File: config.mk
export PLATFORM = sky130hd
export DESIGN_NAME = divider8_seq
export DESIGN_NICKNAME = d
export VERILOG_FILES = /design/src/rtl/arith_pkg.sv /design/src/rtl/subtract9.sv /design/src/rtl/divider8_seq.sv
export SDC_FILE = /design/constraint.sdc
export NUM_CORES = 1
export LEC_CHECK = 0
export CAP_MARGIN = 20
export CORE_MARGIN = 3
export CORE_UTILIZATION = 48
export CTS_CLUSTER_SIZE = 14
export DETAILED_ROUTE_END_ITERATION = 6
export GPL_TIMING_DRIVEN = 0
export PLACE_DENSITY = 0.76
export SLEW_MARGIN = 20
export SYNTH_ARGS = -nofsm -noshare
export SYNTH_HDL_FRONTEND = slang
export SYNTH_SLANG_ARGS = --single-unit
File: constraint.sdc
create_clock -name clk -period 2.54 [get_ports clk]
set_clock_uncertainty 0.05 [all_clocks]
set_input_delay 0.635 -clock clk [delete_from_list [all_inputs] [get_ports clk]]
set_output_delay 0.635 -clock clk [all_outputs]
set_load 0.02 [all_outputs]
File: src/rtl/arith_pkg.sv
// arith_pkg: shared constants and FSM state type for the multi-cycle arithmetic blocks
package arith_pkg;
  localparam int DIV_W = 8;
  localparam int DIV_ITER = 8;
  localparam int DIV_CW = $clog2(DIV_ITER);
  localparam logic [DIV_W-1:0] DIV0_Q = 8'hFF;
  typedef enum logic [1:0] {IDLE = 2'd0, RUN = 2'd1, DONE = 2'd2} div_state_t;
endpackage

File: src/rtl/subtract9.sv
// subtract9: 9-bit a - b as a + ~b + 1; ports a, b in; diff, carry_out (borrow = ~carry_out) out
module subtract9 (
  input  logic [8:0] a,
  input  logic [8:0] b,
  output logic [8:0] diff,
  output logic       carry_out
);
  assign {carry_out, diff} = {1'b0, a} + {1'b0, ~b} + 10'd1;
endmodule

File: src/rtl/divider8_seq.sv
// divider8_seq: 8-bit restoring divider, one subtraction per clock; ports clk, rst, start/dividend/divisor in; busy, done, quotient, remainder, div_by_zero out
module divider8_seq
  import arith_pkg::*;
(
  input  logic             clk,
  input  logic             rst,
  input  logic             start,
  input  logic [DIV_W-1:0] dividend,
  input  logic [DIV_W-1:0] divisor,
  output logic             busy,
  output logic             done,
  output logic [DIV_W-1:0] quotient,
  output logic [DIV_W-1:0] remainder,
  output logic             div_by_zero
);
  localparam logic [DIV_CW-1:0] CNT_LAST = DIV_CW'(DIV_ITER - 1);
  div_state_t        r_state;
  logic [DIV_W-1:0]  r_rem, r_q, r_d;
  logic [DIV_CW-1:0] r_cnt;
  logic [DIV_W:0]    w_shift, w_diff;
  logic              w_co, w_nb;
  logic [DIV_W-1:0]  w_rem_n, w_q_n;
  assign w_shift = {r_rem, r_q[DIV_W-1]};
  subtract9 u_sub (.a(w_shift), .b({1'b0, r_d}), .diff(w_diff), .carry_out(w_co));
  assign w_nb    = w_co & ~w_diff[DIV_W];
  assign w_rem_n = w_nb ? w_diff[DIV_W-1:0] : w_shift[DIV_W-1:0];
  assign w_q_n   = {r_q[DIV_W-2:0], w_nb};
  assign busy    = r_state == RUN;
  assign done    = r_state == DONE;
  always_ff @(posedge clk) begin
    if (rst) begin
      r_state     <= IDLE;
      r_rem       <= '0;
      r_q         <= '0;
      r_d         <= '0;
      r_cnt       <= '0;
      quotient    <= '0;
      remainder   <= '0;
      div_by_zero <= 1'b0;
    end else begin
      case (r_state)
        IDLE: if (start) begin
          if (divisor == '0) begin
            quotient    <= DIV0_Q;
            remainder   <= dividend;
            div_by_zero <= 1'b1;
            r_state     <= DONE;
          end else begin
            r_rem   <= '0;
            r_q     <= dividend;
            r_d     <= divisor;
            r_cnt   <= '0;
            r_state <= RUN;
          end
        end
        RUN: begin
          r_rem <= w_rem_n;
          r_q   <= w_q_n;
          r_cnt <= r_cnt + 1'b1;
          if (r_cnt == CNT_LAST) begin
            quotient    <= w_q_n;
            remainder   <= w_rem_n;
            div_by_zero <= 1'b0;
            r_state     <= DONE;
          end
        end
        default: r_state <= IDLE;
      endcase
    end
  end
endmodule

======== Word-level counts from Yosys, hierarchy flattened ========
Index checks and enable logic that the tools add are counted.
storage, ports and cells
  register bits after elaboration ......... 46
  latch bits .............................. 0
  input bits .............................. 19
  output and inout bits ................... 19
  memory bits (read-only) ................. 0
  memories kept ........................... 0
  memory bits (writable) .................. 0
operators by class
  reduce and logical (&&, ||, !) cells .... 7
  shift operators ......................... 0
  multiply operators ...................... 0
  magnitude comparators ................... 0
  div/mod/pow operators ................... 0
  $add $sub $neg .......................... 3
  eq/ne operators ......................... 7
  multiplexer cells ....................... 26
  bitwise logic cells ..................... 4
operator list
  cell                                                                      count
  8-bit 2-to-1 mux                                                          11
  8-bit case mux with 2 select lines                                        4
  10-bit by 1-bit adder with 10-bit output (second input constant)          1
  9-bit by 9-bit adder with 10-bit output                                   1
  8-bit NOT with 9-bit output                                               1
  8-bit zero test                                                           1
  2-bit 2-to-1 mux                                                          3
  3-bit 2-to-1 mux                                                          2
  2-bit inequality test (second input constant)                             3
  3-bit case mux with 2 select lines                                        1
  3-bit AND reduction                                                       2
  2-bit case mux with 2 select lines                                        1
  4-bit AND reduction                                                       1
  3-bit by 1-bit adder with 3-bit output (second input constant)            1
  3-bit equality test (second input constant)                               1
  1-bit 2-to-1 mux                                                          3
  2-bit by 1-bit equality test with 1-bit output (second input constant)    1
  2-bit equality test (second input constant)                               1
  2-bit zero test                                                           1
  2-bit by 1-bit inequality test with 1-bit output (second input constant)  1
  1-bit NOT                                                                 2
  1-bit case mux with 2 select lines                                        1
  2-bit AND reduction                                                       1
  2-bit nonzero test                                                        1
  1-bit bitwise AND                                                         1

======== Longest topological paths before layout ========
Gate-level depths: netlist (run 1).
  word-level depth ........................ 8
  depth in mapped cells ................... 10
  mapped depth without buffers ............ 9

======== Cells and area by module ========
Synthesis (run 1) repeated with hierarchy kept, for this count alone.
second synthesis, totals
  cells, all modules ...................... 252
  area, all modules ....................... 2332.2 µm²
by module, submodules not included
  module        cells an instance  seq. area each (µm²)  area an instance (µm²)  instances
  divider8_seq  200                920.9                 1949.4                  1
  subtract9     52                 0.0                   382.9                   1

======== Least setup slack after synthesis (run 1) ========
Ideal clock, no wire load.
  path type ............................... reg-to-reg
  from .................................... register r_q[7]
  to ...................................... register remainder[6]
  data arrival time ....................... 2427 ps
  cell stages (with the launch flop) ...... 11
  slack ................................... -25 ps
  data required time ...................... 2402 ps
  library setup time ...................... 88 ps
  cell sequence ........................... dfxtp_1 -> inv_1 -> ha_1 -> fa_1 -> nand2b_1 -> a211oi_1 -> nor4_1 -> or3_1 -> buf_6 -> mux2_4 -> a311oi_2
between the ends
  word-level cells in the longest chain between the ends .. 7
ends and longest elaborated chain
  what                                          RTL line            RTL
  start: declaration                            divider8_seq.sv:18  logic [DIV_W-1:0] r_rem, r_q, r_d;
  start signal: assignment                      divider8_seq.sv:50  r_q <= dividend;
  start signal: assignment                      divider8_seq.sv:58  r_q <= w_q_n;
  9-bit by 9-bit adder with 10-bit output (*)   subtract9.sv:8      assign {carry_out, diff} = {1'b0, a} + {1'b0, ~b} + 10'd1;
  10-bit by 1-bit adder with 10-bit output (*)  subtract9.sv:8
  1-bit NOT                                     divider8_seq.sv:25  assign w_nb = w_co & ~w_diff[DIV_W];
  1-bit bitwise AND                             divider8_seq.sv:25
  8-bit 2-to-1 mux (*)                          divider8_seq.sv:26  assign w_rem_n = w_nb ? w_diff[DIV_W-1:0] : w_shift[DIV_W-1:0];
  8-bit 2-to-1 mux (*)                          divider8_seq.sv:60  if (r_cnt == CNT_LAST) begin
  8-bit case mux with 2 select lines (*)        divider8_seq.sv:41  case (r_state)
  end signal: assignment                        divider8_seq.sv:45  remainder <= dividend;
  end signal: assignment                        divider8_seq.sv:62  remainder <= w_rem_n;
  end: declaration                              divider8_seq.sv:13  output logic [DIV_W-1:0] remainder,
Mark *: on every way between the ends. The rest lies on a longest branch, timed or not. The select of a mux whose other input is x is not followed.
A chain may end at the register's enable or synchronous reset.

======== Final worst setup path (run 1) ========
Same ends and word-level chain as after synthesis.

==> results.ini, run 1 <==
[clocking]
cts_tree=built
numCtsBuffers=5
cts_num_sinks=46
holdBufCountCts=0
path_clk_slew_ps=90
cts.path.max_buffers=2
h-tree-depth=2
insertion_delay_ps=310
cts_root_buffer=clkbuf_8

[finish]
multi_input_area_um2=1440
layout_common_cells=dfxtp_1 (44), nor2_1 (41), clkdlybuf4s50_1 (36), nand2_1 (29), nor3_1 (16)
ff_latch_area_um2=923
antenna_cells=0
final_area_um2=3100
final_common_cell=dfxtp_1
drive_gt1_share_pct=15.5
area_growth_pct=31.1
fillCellCount=404
finalNetCount=359

[global_routing]
grt_pass1_vias=2142
grt_first_pass_wirelength_mm=10.4
grt_antenna_before_repair=0
grt_max_degree=16
grt-ovfl-total=0
grt_usage_pct=21.9

[run]
maxCapViolCount=0

[floorplanning]
die_w_um=76.2
fp.dieH_um=76.2
coreArea_um2=4560
dieArea_um2=5800
io_pins=38
initial_core_util_pct=51.8
rows=24

[timing]
fmax_mhz=380
rsz0062_at_grt=true
slew_headroom_pct=55.5
tightest_slew_ps=665
finalMaxSlewViolations=0
setup-violations-final=7
hold_ws_ps=429
layout_setup_ws_ps=-88.3
post-route-period-util_pct=103
timing.final.crit_period_ps=2630
final-hold-violation-count=0

[pwr]
power.internal_mw=1.17
cellPowerDensity_nw_per_um2=563
power.share.switching_pct=32.7
ir_worst_vdd_v=0.000354
seqPwrFrac_pct=44.7
netSwitchingPower_uw=571
p_leak_nw=1.13
power_frac_comb_pct=28.4
p_clk_share_pct=26.9

[drt]
drt_wl_total_mm=6.34
wl_per_cell_um=16.0
vias_per_cell=5.70
firstDrtPassIters=4
drc=0
num_vias=2251
drtIter0Drc=161
postRouteAntennaNets=0

[critical_path]
path_max_fanout=6
criticalPathCategory=flop to flop
reg2reg_depth=10
r2r-end=remainder[6]$_SDFFE_PP0P_
ff2ff_setup_slack_ps=-90
worst_ep_arrival_time_ps=2800
required_ps=2720
cp-end-kind=flop
start_kind=flop
reg2reg_from=r_q[7]$_SDFFE_PP0P_

[logic_synthesis]
synth_area_um2=2360
synth_edf_count=0
syn_nets=310
ys_seq_area_share_pct=39.0
ys_async_sr_fraction_pct=0
yosysUniqueCellTypes=49
netlist_instances=280
synth_flop_cell=dfxtp_1
ys_ff_latch=46
yosys_warnings=0
postSynthAreaPerCell_um2=8.44

[hold_path]
holdPathStages=1
whs_endpoint=r_cnt[0]$_SDFFE_PP0P_
hold_class=flop to flop
hp-start=r_cnt[0]$_SDFFE_PP0P_

[placement]
placement.cell_area_um2=2820
numPortBuffers=37
post-dp-hpwl_mm=4.44
place_congestion=0.848

[run_status]
outcome=complete, but fails checks
violations=negative setup slack

## timing repair
action / 4_1_cts / 5_1_grt
pin swaps: 3 / 4
setup buffers: 6 / 1
endpoints found under the hold margin: 0 / 0
gates resized for setup: 19 / 19
endpoints found under the setup margin: 26 / 37
## power by group through the flow
stage	Sequential, mW	Clock (mW)	Combinational [mW]
after floorplan	0.788	0	0.278
after global placement	0.794	0	0.374
after detailed placement	0.795	0	0.381
after CTS	0.780	0.466	0.451
after global routing	0.786	0.512	0.530
final	0.781	0.469	0.495
## critical path: stages (launching register included)
cell and delay [ps]:
dfxtp_2 350, inv_2 50, ha_4 160, fa_2 330, nand2b_4 160, a211oi_4 310
o31a_1 290, or3_1 170, buf_6 130, mux2_4 320, a311oi_2 230
## cells by family after synthesis
group                      after synthesis  share of synthesized area (%)
DFF                                     46                           39.0
buffers and inverters                   30                           5.45
muxes                                   14                           6.35
adders and majority gates               11                           6.14
and+or+nand+nor                        119                           23.6
xor gates and xnor gates                 3                           1.11
AOI/OAI and AO/OA                       57                           18.4
## cell type report
type | count | share of cell area [%]
timing repair buffer | 44 | 13.8
inverter | 12 | 1.45
clock buffer | 5 | 2.22
tap | 65 | 2.63
multi-input combinational | 204 | 46.5
clock inverter | 3 | 0.687
buffer | 16 | 2.87
sequential | 46 | 29.8
## sequential cells by signal, summed over array words and instances (netlist names)
register / flops
div_by_zero: 1
r_cnt: 3
quotient: 8
r_rem: 8
r_state: 2
r_q: 8
remainder: 8
r_d: 8
## Yosys cell counts (3+ instances only)
library cell	instances	area share, %
a211oi_1	7	2.2
dfxtp_1	46	39
nand3_1	6	1.3
or3_1	5	1.3
ha_1	10	5.3
nor4_1	3	0.79
a21oi_1	12	2.5
nand2_1	29	4.6
inv_1	12	1.9
a311oi_1	10	3.7
o21bai_1	3	0.95
nor2_1	41	6.5
clkbuf_1	13	2.1
a31oi_1	4	1.1
o21ai_0	3	0.64
mux2i_1	12	5.1
nor3_1	17	3.6
nand2b_1	4	1.1
## through the flow
| stage | setup slack [ps] | power, mW | TNS (ps) | cells | util [%] |
|---|---|---|---|---|---|
| after floorplan | 29.8 | 1.07 | 0 | 280 | - |
| after global placement | -582 | 1.17 | -12770 | 382 | 61.8 |
| after detailed placement | -612 | 1.18 | -12910 | 382 | 61.8 |
| after CTS | -36.8 | 1.70 | -91.7 | 396 | 66.2 |
| after global routing | -189 | 1.83 | -1470 | 395 | 67.9 |
| final | -88.3 | 1.75 | -410 | 395 | 67.9 |
## layer usage
layer  vias to the layer above  GRT usage [%]  share of wire [%]
met1                      1051           29.7                 46
li1                       1109              -                  -
met3                        15           3.90                4.3
met5                         -              0                  0
met4                         0           8.33                2.4
met2                        76           34.8                 47
## worst max path at each step
| stage | start | endpoint | slack (ps) | depth (start not counted) |
|---|---|---|---|---|
| floorplan | r_q[7]$_SDFFE_PP0P_ | remainder[6]$_SDFFE_PP0P_ | 30 | 10 |
| global placement | divisor[3] | quotient[3]$_SDFFE_PP0P_ | -580 | 7 |
| detailed placement | divisor[3] | quotient[4]$_SDFFE_PP0P_ | -610 | 7 |
| CTS | divisor[3] | quotient[0]$_SDFFE_PP0P_ | -40 | 7 |
| global route | r_q[7]$_SDFFE_PP0P_ | remainder[6]$_SDFFE_PP0P_ | -190 | 10 |
| finish | r_q[7]$_SDFFE_PP0P_ | remainder[6]$_SDFFE_PP0P_ | -90 | 10 |
No activity file was read; power rests on OpenSTA's default activity.
==> run 2: changes to the inputs <==
SKIP_CTS_REPAIR_TIMING = 1   (was unset)
==> results.ini, run 2 (synthesis gave the netlist of run 1 again) <==
[pwr]
cellPowerDensity_nw_per_um2=553
p_leak_nw=1.11
ir_worst_vdd_v=0.000378

[floorplanning]
fp.dieH_um=76.2
initial_core_util_pct=51.8
io_pins=38
dieArea_um2=5800
coreArea_um2=4560
rows=24
die_w_um=76.2

[finish]
multi_input_area_um2=1410
final_util_pct=66.2
area_growth_pct=27.9
final_area_um2=3020
fillCellCount=414
ff_latch_area_um2=922
layout_common_cells=dfxtp_1 (45), nor2_1 (41), clkdlybuf4s50_1 (36), nand2_1 (29), nor3_1 (16)
finalNetCount=355
antenna_cells=0
final_cells=391
drive_gt1_share_pct=12.0
final_common_cell=dfxtp_1

[timing]
setup-violations-final=6
fmax_mhz=384
final-hold-violation-count=0
slew_headroom_pct=52.4
fin_tns_setup_ps=-187
hold_ws_ps=429
tightest_slew_ps=712
layout_setup_ws_ps=-62.7
rsz0062_at_grt=true
post-route-period-util_pct=102
timing.final.crit_period_ps=2600
finalMaxSlewViolations=0

[critical_path]
required_ps=2720
criticalPathCategory=flop to flop
worst_ep_arrival_time_ps=2780
start_kind=flop
path_max_fanout=8
cp-end-kind=flop

[placement]
dp.cells=382
post-dp-hpwl_mm=4.44
place_congestion=0.848
placement.cell_area_um2=2820
numPortBuffers=37

[drt]
wl_per_cell_um=15.4
num_vias=2194
postRouteAntennaNets=0
firstDrtPassIters=4
drc=0
drt_wl_total_mm=6.01
drtIter0Drc=147
vias_per_cell=5.61

[clocking]
cts_tree=built
cts_num_sinks=46
insertion_delay_ps=310
path_clk_slew_ps=90
h-tree-depth=2
cts_root_buffer=clkbuf_8
numCtsBuffers=5
cts.path.max_buffers=2

[global_routing]
grt_first_pass_wirelength_mm=9.99
grt-ovfl-total=0
grt_max_degree=16
grt_usage_pct=21.0
grt_antenna_before_repair=0
grt_pass1_vias=2073

[run]
maxCapViolCount=0

[hold_path]
hold_class=flop to flop

[run_status]
outcome=complete, but fails checks
violations=negative setup slack

==> run 2: final timing paths <==
check / slack [ps] / end / start / cells after the start
hold reg to reg: 430 / r_cnt[0]$_SDFFE_PP0P_ / r_cnt[0]$_SDFFE_PP0P_ / 1
setup / recovery: -60 / remainder[6]$_SDFFE_PP0P_ / r_q[7]$_SDFFE_PP0P_ / 10
setup reg to reg: -60 / remainder[6]$_SDFFE_PP0P_ / r_q[7]$_SDFFE_PP0P_ / 10
hold / removal: 430 / r_cnt[0]$_SDFFE_PP0P_ / r_cnt[0]$_SDFFE_PP0P_ / 1
==> run 2: worst max-delay path, stage by stage (launching register included) <==
cell and delay, ps:
dfxtp_2 340, inv_2 50, ha_4 150, fa_2 330, nand2b_4 170, a211oi_4 300
nor4_4 80, or3_1 330, buf_6 150, mux2_4 320, a311oi_2 230
==> run 2: metal layers <==
metal | vias to the layer above | global-route usage, % | wire length (um)
li1 | 1097 | - | -
met1 | 1027 | 29.2 | 2910
met2 | 58 | 32.8 | 2730
met3 | 12 | 4.02 | 267
met4 | 0 | 7.25 | 110
met5 | - | 0 | 0
==> run 2: power by group <==
group | internal [mW] | leakage, nW | switching, mW | total, mW
Combinational | 0.189 | 0.694 | 0.236 | 0.425
Clock | 0.194 | 0.0441 | 0.271 | 0.465
Sequential | 0.753 | 0.375 | 0.0274 | 0.780
==> run 2: through the flow <==
stage / worst slack (ps) / power, mW
final: -62.7 / 1.67
after global routing: -177 / 1.76
after CTS: -921 / 1.63
after detailed placement: -612 / 1.18
after global placement: -582 / 1.17
after floorplan: 29.8 / 1.07
==> run 2: final cells by class <==
type                            count  area share [%]
Multi-Input combinational cell    204            46.5
Sequential cell                    46            30.5
Timing Repair Buffer               39            12.8
Buffer                             17            3.02
Tap cell                           65            2.69
Clock buffer                        5            2.28
Inverter                           12            1.49
Clock inverter                      3           0.704
==> run 3: changes to the inputs <==
CORE_UTILIZATION = 50   (was 48)
CTS_BUF_LIST = sky130_fd_sc_hd__clkbuf_4 sky130_fd_sc_hd__clkbuf_8   (was unset)
PLACE_DENSITY = 0.78   (was 0.76)
==> results.ini, run 3 (synthesis gave the netlist of run 1 again) <==
[clocking]
path_clk_slew_ps=100
cts.path.max_buffers=2
cts_root_buffer=clkbuf_8
cts_num_sinks=46
cts_tree=built
h-tree-depth=2
insertion_delay_ps=310
numCtsBuffers=5

[placement]
numPortBuffers=37
dp.cells=369
post-dp-hpwl_mm=4.41
place_congestion=0.840

[floorplanning]
fp.dieH_um=74.8
initial_core_util_pct=53.2
rows=24
dieArea_um2=5590
coreArea_um2=4440
io_pins=38
die_w_um=74.8

[critical_path]
reg2reg_from=r_rem[0]$_SDFFE_PP0P_
criticalPathCategory=flop to flop
start_kind=flop
ff2ff_setup_slack_ps=-130
r2r-end=remainder[6]$_SDFFE_PP0P_
cp-end-kind=flop
worst_ep_arrival_time_ps=2850
path_max_fanout=8
reg2reg_depth=9
required_ps=2720

[timing]
post-route-period-util_pct=105
layout_setup_ws_ps=-130
slew_headroom_pct=60.3
tightest_slew_ps=595
fmax_mhz=375
setup-violations-final=6
timing.final.crit_period_ps=2670
final-hold-violation-count=0
rsz0062_at_grt=true
finalMaxSlewViolations=0

[global_routing]
grt_usage_pct=23.1
grt_first_pass_wirelength_mm=9.93
grt_pass1_vias=2118
grt_max_degree=17
grt-ovfl-total=0
grt_antenna_before_repair=0

[drt]
vias_per_cell=5.85
num_vias=2216
firstDrtPassIters=5
drtIter0Drc=239
drt_wl_total_mm=6.29
wl_per_cell_um=16.6
drc=0
postRouteAntennaNets=0

[pwr]
ir_worst_vdd_v=0.000511
cellPowerDensity_nw_per_um2=591
p_leak_nw=1.13

[finish]
antenna_cells=0
finalNetCount=356
area_growth_pct=28.3
drive_gt1_share_pct=13.1
final_cells=379
final_common_cell=dfxtp_1
layout_common_cells=dfxtp_1 (45), nor2_1 (40), clkdlybuf4s50_1 (36), nand2_1 (29), nor3_1 (16)
final_util_pct=68.2

[hold_path]
whs_endpoint=div_by_zero$_SDFFE_PP0P_
holdPathStages=2
hp-start=div_by_zero$_SDFFE_PP0P_
hold_class=flop to flop

[run_status]
outcome=complete, but fails checks
violations=negative setup slack

[run]
maxCapViolCount=0

[run 3: how the worst max path moves through the flow]
stage | startpoint | endpoint
finish | r_rem[0]$_SDFFE_PP0P_ | remainder[6]$_SDFFE_PP0P_
global route | r_rem[0]$_SDFFE_PP0P_ | remainder[6]$_SDFFE_PP0P_
CTS | r_state[1]$_SDFFE_PP0P_ | busy
detailed placement | divisor[3] | quotient[2]$_SDFFE_PP0P_
global placement | divisor[3] | quotient[3]$_SDFFE_PP0P_
floorplan | r_q[7]$_SDFFE_PP0P_ | remainder[6]$_SDFFE_PP0P_
[run 3: layer usage]
layer / global-route usage [%] / routed length (um)
met3: 4.67 / 351
met5: 0 / 0
met1: 31.1 / 2840
met4: 8.30 / 99
met2: 37.0 / 3000
[run 3: stage by stage]
stage                     hold WS (ps)  total power, mW  TNS (ps)  setup slack [ps]  instance area [um^2]
after floorplan                    394             1.07         0              29.8                  2370
after global placement             406             1.17    -12500              -581                  2800
after detailed placement           408             1.17    -12080              -587                  2800
after CTS                          427             1.74     -6060              -900                  2920
after global routing               445             1.87     -1250              -195                  3030
final                              427             1.79      -474              -130                  3030
[run 3: report_power, final]
group	total [mW]	internal, mW	switching [mW]
clock	0.572	0.300	0.272
sequential	0.781	0.753	0.0281
combinational	0.440	0.193	0.248
total	1.79	1.25	0.548
[run 3: critical path: stages (launching register included)]
cell	delay (ps)
dfxtp_1	410
inv_1	90
fa_2	400
nand2b_4	180
a211oi_4	310
nor4_4	90
or3_1	330
buf_6	160
mux2_4	320
a311oi_2	250
[run 3: area by class of cell]
class	instances	area [um^2]
Fill cell	382	1410
Multi-Input combinational cell	204	1400
Sequential cell	46	922
Timing Repair Buffer	40	395
Buffer	17	90.1
Clock buffer	5	68.8
Tap cell	52	65.1
Clock inverter	3	48.8
Inverter	12	45.0
